===== src/rtl/reloj_pkg.sv =====
`default_nettype none
// ============================================================================
//  Module   : reloj_pkg
//  Purpose  : Shared glyph codes, glyph widths, default screen positions and
//             a window-test helper for the mm:ss clock overlay.
//  Revision : 1.0  initial release
// ============================================================================
package reloj_pkg;

  typedef logic [3:0] glyph_t;

  localparam glyph_t DIG_COLON = 4'b1010;
  localparam glyph_t DIG_NONE  = 4'b1111;

  localparam int W_DIG = 75;
  localparam int W_COL = 8;

  localparam int X_D3_DEF  = 160;
  localparam int X_D2_DEF  = 250;
  localparam int X_COL_DEF = 340;
  localparam int X_D1_DEF  = 365;
  localparam int X_D0_DEF  = 455;

  localparam logic [3:0] BCD_TENS_MAX = 4'd5;
  localparam logic [3:0] BCD_ONES_MAX = 4'd9;

  // Strict window test, identical to the renderer: left < px < left+width.
  function automatic logic in_window(input logic [10:0] px,
                                     input logic [10:0] left,
                                     input logic [10:0] width);
    return (px > left) && (px < (left + width));
  endfunction

endpackage
`default_nettype wire


===== src/rtl/contador_mod60.sv =====
`default_nettype none
// ============================================================================
//  Module   : contador_mod60
//  Purpose  : Two-digit BCD counter 00..59. inc advances by one; carry is a
//             combinational wrap indication (inc while at 59).
//  Revision : 1.0  initial release
// ============================================================================
module contador_mod60
  import reloj_pkg::*;
(
  input  logic       clk,
  input  logic       reset,
  input  logic       inc,
  output logic [3:0] tens,
  output logic [3:0] ones,
  output logic       carry
);

  logic [3:0] tens_q, tens_d;
  logic [3:0] ones_q, ones_d;
  logic       at_59;

  assign at_59 = (tens_q == BCD_TENS_MAX) && (ones_q == BCD_ONES_MAX);
  assign carry = inc && at_59;

  // Next BCD value: ones roll into tens, 59 rolls to 00
  always_comb begin
    tens_d = tens_q;
    ones_d = ones_q;
    if (inc) begin
      if (ones_q >= BCD_ONES_MAX) begin
        ones_d = 4'd0;
        tens_d = (tens_q >= BCD_TENS_MAX) ? 4'd0 : tens_q + 4'd1;
      end else begin
        ones_d = ones_q + 4'd1;
      end
    end
  end

  // Digit registers
  always_ff @(posedge clk) begin
    if (reset) begin
      tens_q <= 4'd0;
      ones_q <= 4'd0;
    end else begin
      tens_q <= tens_d;
      ones_q <= ones_d;
    end
  end

  assign tens = tens_q;
  assign ones = ones_q;

endmodule
`default_nettype wire


===== src/rtl/reloj_digitos.sv =====
`default_nettype none
// ============================================================================
//  Module   : reloj_digitos
//  Purpose  : mm:ss clock with 1 Hz prescaler, set buttons and per-pixel
//             glyph selection (registered, 1-cycle latency) for a renderer.
//  Revision : 1.0  initial release
// ============================================================================
module reloj_digitos
  import reloj_pkg::*;
#(
  parameter int CLK_HZ = 25000000,
  parameter int X_D3   = X_D3_DEF,
  parameter int X_D2   = X_D2_DEF,
  parameter int X_COL  = X_COL_DEF,
  parameter int X_D1   = X_D1_DEF,
  parameter int X_D0   = X_D0_DEF
) (
  input  logic        clk,
  input  logic        reset,
  input  logic [9:0]  pixel_x,
  input  logic        run_en,
  input  logic        btn_min,
  input  logic        btn_sec,
  output logic [9:0]  posicion,
  output logic [3:0]  digito,
  output logic        digit_valid,
  output logic        tick_1hz,
  output logic [15:0] bcd_time
);

  localparam int            PW       = (CLK_HZ > 1) ? $clog2(CLK_HZ) : 1;
  localparam logic [PW-1:0] PRE_MAX  = PW'(CLK_HZ - 1);
  localparam logic [PW-1:0] PRE_HALF = PW'(CLK_HZ / 2);

  logic [PW-1:0] pre_q;
  logic          tick_q;
  logic          pre_wrap;

  // pre_wrap marks the last cycle of a second; time advances on that edge
  assign pre_wrap = run_en && (pre_q == PRE_MAX);

  // Prescaler (held at 0 in set mode) and registered 1 Hz pulse
  always_ff @(posedge clk) begin
    if (reset) begin
      pre_q  <= '0;
      tick_q <= 1'b0;
    end else begin
      tick_q <= pre_wrap;
      if (!run_en || pre_wrap) pre_q <= '0;
      else                     pre_q <= pre_q + PW'(1);
    end
  end

  assign tick_1hz = tick_q;

  // Buttons: bit 1 = minutes, bit 0 = seconds
  logic [1:0] btn_s1_q, btn_s2_q, btn_s3_q, btn_arm_q;
  logic [1:0] sync_fill_q;
  logic [1:0] btn_rise;

  // Synchronizer, edge history, and arming: a button must be seen released
  // after reset before a rising edge counts, so a press held through reset
  // deassertion is ignored.
  always_ff @(posedge clk) begin
    if (reset) begin
      btn_s1_q    <= 2'b00;
      btn_s2_q    <= 2'b00;
      btn_s3_q    <= 2'b00;
      btn_arm_q   <= 2'b00;
      sync_fill_q <= 2'b00;
    end else begin
      btn_s1_q    <= {btn_min, btn_sec};
      btn_s2_q    <= btn_s1_q;
      btn_s3_q    <= btn_s2_q;
      sync_fill_q <= {sync_fill_q[0], 1'b1};
      btn_arm_q   <= btn_arm_q | ({2{sync_fill_q[1]}} & ~btn_s2_q);
    end
  end

  assign btn_rise = btn_s2_q & ~btn_s3_q & btn_arm_q;

  // Time counters: ticks carry seconds into minutes; buttons never carry
  logic       sec_inc, min_inc, sec_carry, unused_min_carry;
  logic [3:0] sec_tens, sec_ones, min_tens, min_ones;

  assign sec_inc = pre_wrap || (!run_en && btn_rise[0]);
  assign min_inc = pre_wrap ? sec_carry : (!run_en && btn_rise[1]);

  contador_mod60 u_seg (
    .clk   (clk),
    .reset (reset),
    .inc   (sec_inc),
    .tens  (sec_tens),
    .ones  (sec_ones),
    .carry (sec_carry)
  );

  contador_mod60 u_min (
    .clk   (clk),
    .reset (reset),
    .inc   (min_inc),
    .tens  (min_tens),
    .ones  (min_ones),
    .carry (unused_min_carry)
  );

  assign bcd_time = {min_tens, min_ones, sec_tens, sec_ones};

  // Glyph selection
  logic [10:0] px;
  logic        colon_on;
  logic [9:0]  pos_q, pos_d;
  glyph_t      dig_q, dig_d;
  logic        val_q, val_d;

  assign px       = {1'b0, pixel_x};
  assign colon_on = !run_en || (pre_q < PRE_HALF);

  // Decode which glyph window (if any) the current pixel falls in
  always_comb begin
    pos_d = '0;
    dig_d = DIG_NONE;
    val_d = 1'b0;
    if (in_window(px, 11'(X_D3), 11'(W_DIG))) begin
      pos_d = 10'(X_D3); dig_d = min_tens; val_d = 1'b1;
    end else if (in_window(px, 11'(X_D2), 11'(W_DIG))) begin
      pos_d = 10'(X_D2); dig_d = min_ones; val_d = 1'b1;
    end else if (in_window(px, 11'(X_COL), 11'(W_COL))) begin
      if (colon_on) begin
        pos_d = 10'(X_COL); dig_d = DIG_COLON; val_d = 1'b1;
      end
    end else if (in_window(px, 11'(X_D1), 11'(W_DIG))) begin
      pos_d = 10'(X_D1); dig_d = sec_tens; val_d = 1'b1;
    end else if (in_window(px, 11'(X_D0), 11'(W_DIG))) begin
      pos_d = 10'(X_D0); dig_d = sec_ones; val_d = 1'b1;
    end
  end

  // Register glyph outputs (one cycle behind pixel_x)
  always_ff @(posedge clk) begin
    if (reset) begin
      pos_q <= '0;
      dig_q <= DIG_NONE;
      val_q <= 1'b0;
    end else begin
      pos_q <= pos_d;
      dig_q <= dig_d;
      val_q <= val_d;
    end
  end

  assign posicion    = pos_q;
  assign digito      = dig_q;
  assign digit_valid = val_q;

endmodule
`default_nettype wire


===== config.mk =====
export PLATFORM = sky130hd
export DESIGN_NAME = reloj_digitos
export DESIGN_NICKNAME = d
export VERILOG_FILES = /design/src/rtl/reloj_pkg.sv /design/src/rtl/contador_mod60.sv /design/src/rtl/reloj_digitos.sv
export SDC_FILE = /design/constraint.sdc
export NUM_CORES = 1
export LEC_CHECK = 0
export BUFFER_PORTS_ARGS = -buffer_cell sky130_fd_sc_hd__buf_2
export CORE_MARGIN = 2
export CORE_UTILIZATION = 57
export CTS_CLUSTER_SIZE = 10
export DETAILED_ROUTE_END_ITERATION = 6
export HOLD_SLACK_MARGIN = 0.06
export PLACE_DENSITY_LB_ADDON = 0.3
export REMOVE_ABC_BUFFERS = 1
export SLEW_MARGIN = 20
export SYNTH_ARGS = -nofsm -noshare
export SYNTH_HDL_FRONTEND = slang
export SYNTH_SLANG_ARGS = --single-unit

===== constraint.sdc =====
create_clock -name clk -period 2.44 [get_ports clk]
set_clock_uncertainty 0.1 [all_clocks]
set_input_delay 0.366 -clock clk [delete_from_list [all_inputs] [get_ports clk]]
set_output_delay 0.366 -clock clk [all_outputs]
set_load 0.01 [all_outputs]

# After elaboration in Yosys (flattened, before gate mapping)
# Index checks and enable logic that the tools add are counted.
[totals]
reg_bits = 67
latchBits = 0
ram_bits = 0
romBits = 0
inputBits = 15
output_inout_bits = 32
elab_cells = 89
memories = 0
[classes]
n_addsub = 5
mul = 0
div = 0
order_cmp = 15
n_eq_ne = 3
shifts = 0
mux = 24
bitwise_logic = 6
n_reduce_logical = 19
[ops]
columns = ["op", "count"]
rows = [
  ["two-way mux 4 bit", 9],
  ["two-way mux 9 bit", 4],
  ["> comparator 10 x 9 -> 1 bit, second input constant", 3],
  ["< comparator 10 x 9 -> 1 bit, second input constant", 3],
  ["adder 25 x 1 -> 25 bit, second input constant", 1],
  ["== test 25 bit, second input constant", 1],
  ["< comparator 25 x 24 -> 1 bit, second input constant", 1],
  ["> comparator 10 x 8 -> 1 bit, second input constant", 2],
  ["adder 4 x 1 -> 4 bit, second input constant", 4],
  ["two-way mux 8 bit", 2],
  ["logical AND 1 bit", 10],
  ["< comparator 10 bit, second input constant", 1],
  ["< comparator 10 x 8 -> 1 bit, second input constant", 1],
  ["greater-or-equal comparator 4 x 3 -> 1 bit, second input constant", 2],
  ["greater-or-equal comparator 4 bit, second input constant", 2],
  ["two-way mux 1 bit", 8],
  ["AND 2 bit", 3],
  ["== test 4 x 3 -> 1 bit, second input constant", 1],
  ["== test 4 bit, second input constant", 1],
  ["inverter 2 bit", 2],
  ["AND reduction 2 bit", 2],
  ["OR reduction 2 bit", 2],
  ["logical OR 1 bit", 3],
  ["two-way mux 3 bit", 1],
  ["other kinds (3)", 3],
]

# Longest topological paths before layout
# Gate-level depths: netlist of run 1.
[depth]
word_depth = 8
mapped_depth = 7
mapped_depth_nobuf = 7

# By module
# Synthesis of run 1 repeated with hierarchy kept, for this count alone.
[unflattened]
cells_unflattened = 348
hier_area_um2 = 3210.6
[by_module_without_submodules]
columns = ["mod", "instances", "cells_per_inst", "area_each_um2"]
rows = [
  ["reloj_digitos", 1, 248, 2262.2],
  ["contador_mod60", 2, 50, 474.2],
]

# Worst setup path after synthesis of run 1
# Ideal clock, no wire load.
[synth_timing]
path_kind = "register -> register"
startpoint = "reg pre_q[9]"
endpoint = "reg u_min.ones_q[2], in the netlist u_min.ones[2]"
arrival_ns = 1.824
required_time_ns = 2.223
path_slack_ns = 0.398
path_stages_with_launch = 6
n_path_buf = 0
period_less_slack_ns = 2.042
path_cell_list = "dfxtp_1 -> or4_4 -> nor4b_4 -> and4_4 -> o22ai_1 -> a32o_1"
[synth_between]
elab_chain_len = 5
[synth_lines]
columns = ["element", "line_no", "text"]
rows = [
  ["from (decl)", "reloj_digitos.sv:35", "logic [PW-1:0] pre_q;"],
  ["from (signal assigned)", "reloj_digitos.sv:50", "else pre_q <= pre_q + PW'(1);"],
  ["== test 25 bit (*)", "reloj_digitos.sv:40", "assign pre_wrap = run_en && (pre_q == PRE_MAX);"],
  ["logical AND 1 bit (*)", "reloj_digitos.sv:40", ""],
  ["logical OR 1 bit", "reloj_digitos.sv:86", "assign sec_inc = pre_wrap || (!run_en && btn_rise[0]);"],
  ["logical AND 1 bit", "contador_mod60.sv:24", "assign carry = inc && at_59;"],
  ["two-way mux 1 bit (*)", "reloj_digitos.sv:87", "assign min_inc = pre_wrap ? sec_carry : (!run_en && btn_rise[1]);"],
  ["to (signal assigned)", "contador_mod60.sv:47", "ones_q <= ones_d;"],
  ["to (decl)", "contador_mod60.sv:20", "logic [3:0] ones_q, ones_d;"],
]
# Every way passes the cells marked *; elsewhere a longest branch is shown, timed or not.
# A chain may end at the register's enable or synchronous reset.

# Worst setup path after layout of run 1
[layout_timing]
startpoint = "reg pre_q[9]"
endpoint = "reg u_seg.ones_q[2], in the netlist u_seg.ones[2]"
[layout_between]
elab_chain_len = 3
[layout_lines]
columns = ["element", "line_no"]
rows = [
  ["== test 25 bit", "reloj_digitos.sv:40"],
  ["logical AND 1 bit", "reloj_digitos.sv:40"],
  ["logical OR 1 bit", "reloj_digitos.sv:86"],
  ["to (signal assigned)", "contador_mod60.sv:47"],
  ["to (decl)", "contador_mod60.sv:20"],
]
# Every way passes these cells.

==> run summary, run 1 <==
Multiplexer share of the synthesized area: 1.57%
Actual slew at the worst max-slew pin: 0.593 ns
Commonest non-fill, non-tap cell in the layout: dfxtp_1
Met3 routed WL: 412 um
DR pass1 iterations: 5
Number of diodes: 0
Tmin final: 2.21 ns
Routed vias/inst: 5.76
Worst slack, placed: 0.262 ns
H-tree Lvls: 3
Peak supply drop: 0.289 mV
FF+latch count, synth: 65
Outcome: finished, final reports clean
Final Instance Area: 0.00367 mm^2
Root Buffer: clkbuf_8
Layout Cells excl Fill: 488
Total track usage: 23.1%
Die Area: 0.00619 mm^2
Simple-Gate Fraction of Synth Area: 26.2%
Initial Utilization: 58.4%
Ys Warns: 0
Arr. time, crit path: 2.34 ns
Largest net degree at the start of global routing: 26
Initial antenna violation count: 0
Cell row count: 27
Die Height: 78.7 um
Vias: 2813
Overflow left after global routing: 0
Post-Route Setup TNS: 0 ns
Nets: 441
Syn_area_per_cell: 8.75 um^2
Pleak: 1.53 nW
Detail Route Antenna Nets: 0
Vias in the first global route: 2480
WL met1: 3290 um
I/O Pins: 47
Area delta synth->final: 15.6%
Synth Area in Compound Gates: 15.5%
CP Launch Type: flop
Fmax: 0.453 GHz
Post-synth EDFFs: 0
Highest routed metal layer: met4
Synth Instances: 363
Total CTS buffers: 9
CP required: 2.57 ns
Commonest cells after routing, fill and taps aside: dfxtp_1, buf_2, nor2_1
Adder-cell area share of the yosys netlist: 5.12%
Max_cap viols: 0
Post-route setup slack: 0.233 ns
# port buffers: 45
Clock Latency Late Sink: 0.34 ns
Core area: 0.00544 mm^2
WL final: 6870 um
Area post-placement: 0.00349 mm^2
Met2 Wirelength: 3080 um
Crit Path Max Fanout: 7
Period utilization: 90.4%
Worst hold path class: primary input to flop
R2r setup slk: 0.23 ns
Final hold violations: 0
GPL Wtd Cong: 0.875
CTS tree: done
Clock sinks: 65
DP Wirelength: 4760 um
Count of cell types in the netlist: 65
Sequential area share after synthesis: 40.9%
Setup bufs post-CTS: 0
Async SR Flop Fraction: 0%
Crit path kind: flop to flop
# hold bufs at CTS: 0
RSZ-0062 raised after global routing: no
Synth Cell Area: 0.00318 mm^2
Die X: 78.7 um
Fraction of layout cells with a size suffix above 1: 19.0%
WL per Instance: 14.1 um
Slew margin rel.: 60.2%
Top_reg_cell synth: dfxtp_1
Hold slack: 0.129 ns
Slew Viols, Final: 0
XOR/XNOR share of the synthesized area: 6.34%
Critical path capture point type: flop
Clk pin slew, worst setup/hold paths: 0.06 ns
Largest family of logic cells by synthesized area: simple AND/OR/NAND/NOR gates
PD cells: 566 mW/mm^2
First-pass GRT wire length: 11300 um
Final number of setup-violating endpoints: 0
Initial DRC count: 152
DRC Markers: 0
Placed insts: 474
Resize count post-CTS: 0
Clock buffer depth: 2
==> layer usage <==
metal,vias to the layer above,GRT usage [%]
met3,8,6.78
met1,1313,29.3
met2,88,37.1
met5,-,0
li1,1404,-
met4,0,8.42
==> sequential cells by signal, summed over array words and instances (netlist names) <==
name	count
btn_arm_q	2
btn_s1_q	2
btn_s2_q	2
btn_s3_q	2
digit_valid	1
digito	4
posicion	8
pre_q	25
sync_fill_q	2
tick_1hz	1
u_min.ones	4
u_min.tens	4
u_seg.ones	4
u_seg.tens	4
==> cell families after synthesis <==
group                    Yosys count
AO/OA/AOI/OAI                     70
XOR/XNOR                          23
adder cells (fa/ha/maj)           13
buffers and inverters             33
flip-flops                        65
multiplexers                       5
other                              1
AND/OR/NAND/NOR                  153
==> layout make-up <==
cell class | instances | area [um^2]
repair buffers | 53 | 285
fillers | 440 | 1770
flip-flops and latches | 65 | 1300
well taps | 72 | 90.1
inverters | 19 | 71.3
multi-input cells | 265 | 1740
clock buffers | 10 | 138
clock inverters | 4 | 45.0
==> synthesized netlist by cell type (all sizes together), types with 3 or more instances <==
library cell  instances  area share [%]
nand2                29             3.4
nor4                  4             1.5
nand3                20             3.1
buf                   5            0.91
nor4b                 4             1.6
o22ai                 9             1.8
o21ai                10             1.8
mux2i                 5             1.6
xor2                 17             4.7
a31oi                 4            0.79
nand2b                3            0.59
or4b                  3            0.94
dfxtp                65              41
ha                   13             5.1
nand4b                3            0.83
nor2                 44             5.2
and3                  6             1.2
nor2b                 8             1.6
inv                  18             2.1
nor3                  8             1.3
a32o                  3            0.94
xnor2                 6             1.7
clkbuf                9             1.1
nand4                12             2.4
a21oi                16             2.6
and4                  3            0.91
==> power by group <==
part / switching (mW) / internal [mW]
registers: 0.00794 / 1.08
logic: 0.0783 / 0.0465
clock network: 0.381 / 0.482
total: 0.467 / 1.61
==> worst max-delay path, cell delays in order, from the launching register on <==
cell,delay [ns]
dfxtp_1,0.37
or4_4,0.56
nor4b_4,0.39
and3_2,0.29
o22ai_1,0.10
a32o_1,0.28
==> worst paths after layout <==
path / from / depth (start not counted) / end
worst max-delay path: pre_q[9]$_SDFF_PP0_ / 5 / u_seg.ones[2]$_SDFFE_PP0N_
worst min-delay path: btn_min / 2 / btn_s1_q[1]$_SDFF_PP0_
worst max register to register: pre_q[9]$_SDFF_PP0_ / 5 / u_seg.ones[2]$_SDFFE_PP0N_
worst min register to register: btn_s1_q[0]$_SDFF_PP0_ / 1 / btn_s2_q[0]$_SDFF_PP0_
==> per-stage QoR <==
step | total power, mW | utilization, %
floorplan | 1.18 | -
global placement | 1.24 | 64.2
detailed placement | 1.24 | 64.2
CTS | 2.09 | 67.5
global route | 2.15 | 67.5
finish | 2.08 | 67.5
Note: power is estimated with default switching activity, not from simulation.
==> run 2, diff against run 1 <==
Settings changed: BUFFER_PORTS_ARGS -buffer_cell sky130_fd_sc_hd__buf_2 to unset, CORE_UTILIZATION 57 to 60, DONT_BUFFER_PORTS set to 1.
==> run 2 against run 1 <==
Hold slack worse by 0.044 ns. Count of clock-buffer cells in the layout is the same. Via count shrank 4.2%. First-iteration DRC count up 57%. Sequential power barely moved. Flip-flop and latch count unchanged. Critical endpoint is now u_min.tens[0]$_SDFFE_PP0P_. Largest cell class unchanged. Largest power group unchanged.
==> run summary, run 2 (synthesis gave the netlist of run 1 again) <==
Sequential Area: 0.00130 mm^2
WL met1: 3080 um
R2r setup slk: 0.24 ns
RSZ-0062 raised after global routing: no
Comb power frac: 4.1%
First-pass GRT wire length: 11500 um
Initial Utilization: 62.2%
WL per Instance: 15.2 um
Largest net degree at the start of global routing: 26
Clk pin slew, worst setup/hold paths: 0.08 ns
Total track usage: 24.1%
Actual slew at the worst max-slew pin: 0.738 ns
Seq pwr share: 52.1%
Die X: 76.8 um
Final number of setup-violating endpoints: 0
Placed insts: 427
Clock buffer depth: 2
WL final: 6760 um
Nets: 399
Setup bufs post-CTS: 0
DR pass1 iterations: 4
Overflow left after global routing: 0
Area delta synth->final: 10.5%
Filler cells: 408
Core area: 0.00511 mm^2
Max_cap viols: 0
I/O Pins: 47
Clock sinks: 65
Worst slack, placed: 0.258 ns
Outcome: finished, final reports clean
DP Wirelength: 4650 um
Worst hold path class: primary input to flop
Max stage delay on crit path: 0.56 ns
Root Buffer: clkbuf_8
Period utilization: 90.0%
Slew margin rel.: 50.6%
Fmax: 0.455 GHz
Initial antenna violation count: 0
Layout Cells excl Fill: 446
Met2 Wirelength: 3030 um
Clock Latency Late Sink: 0.34 ns
Crit Path Max Fanout: 7
CTS tree: done
Pleak: 1.33 nW
Fraction of layout cells with a size suffix above 1: 9.57%
GPL Wtd Cong: 0.843
# hold bufs at CTS: 3
Fin util: 68.7%
Tmin final: 2.20 ns
Post-route setup slack: 0.243 ns
Met3 routed WL: 541 um
# port buffers: 0
Vias in the first global route: 2476
Die Area: 0.00590 mm^2
Sw power: 0.492 mW
Peak supply drop: 0.406 mV
Power share of the clock group: 43.9%
Critical Path Slowest Stage Cell: or4_4
CP Launch Type: flop
PD cells: 601 mW/mm^2
Detail Route Antenna Nets: 0
Routed vias/inst: 6.04
Post-Route Setup TNS: 0 ns
Pint: 1.62 mW
DRC Markers: 0
Critical path, cell by cell: or4_4, nor4b_4, and4_4, o21ai_2, a31o_1
Slew Viols, Final: 0
Commonest cells after routing, fill and taps aside: dfxtp_1, nor2_1, nand2_1
Sw Share: 23.3%
CP required: 2.58 ns
Number of diodes: 0
H-tree Lvls: 3
Crit path kind: flop to flop
Die Height: 76.8 um
Initial DRC count: 238
Biggest register: pre_q
Total CTS buffers: 9
Cell row count: 26
Vias: 2696
Final hold violations: 0
Highest routed metal layer: met4
Arr. time, crit path: 2.33 ns
Area of the multi-input gates: 0.00174 mm^2
Commonest non-fill, non-tap cell in the layout: dfxtp_1
Resize count post-CTS: 0
Max FFs per register: 25
Critical path capture point type: flop
## run 2: cell count changes in the layout (fill, tap and decap cells not counted), sizes merged
cell         before  now
clkinvlp          0    2
buf              53    8
dlygate4sd3       0    3
## run 2: final cells by class
class,count,share of cell area [%]
clock inverter,6,1.92
tap,70,2.49
timing repair buffer,11,2.92
multi-input combinational,265,49.6
inverter,19,2.03
clock buffer,10,3.92
sequential,65,37.1
## run 2: final timing paths
kind,endpoint,cells past startpoint,from
max,u_min.tens[0]$_SDFFE_PP0P_,5,pre_q[9]$_SDFF_PP0_
min,tick_1hz$_SDFF_PP0_,1,run_en
max reg2reg,u_min.tens[0]$_SDFFE_PP0P_,5,pre_q[9]$_SDFF_PP0_
min reg2reg,sync_fill_q[1]$_SDFF_PP0_,1,sync_fill_q[0]$_DFF_P_
## run 2: power groups by stage
stage               combinational [mW]  sequential [mW]  clock, mW
global placement                0.0743             1.12          0
detailed placement              0.0764             1.12          0
CTS                             0.0851             1.10      0.942
global route                    0.0958             1.10      0.998
finish                          0.0856             1.10      0.926
floorplan                       0.0562             1.12          0
## run 2: routing by layer
layer	vias up	track usage (%)
met5	-	0
met4	0	7.45
met3	13	7.76
met2	96	37.1
met1	1267	32.2
li1	1320	-
## run 2: through the flow
stage	hold WS [ns]	instance area, um^2	power [mW]
finish	0.0851	3510	2.11
detailed placement	0.325	3280	1.20
floorplan	0.314	3120	1.18
global placement	0.317	3280	1.20
global route	0.0695	3510	2.19
CTS	0.0732	3510	2.13
## run 2: worst max-delay path, delay by kind of cell, from the launching register on
kind               cells  cell delay, ns
AOI/OAI and AO/OA      2            0.36
and+or+nand+nor        3            1.27
DFF                    1            0.37
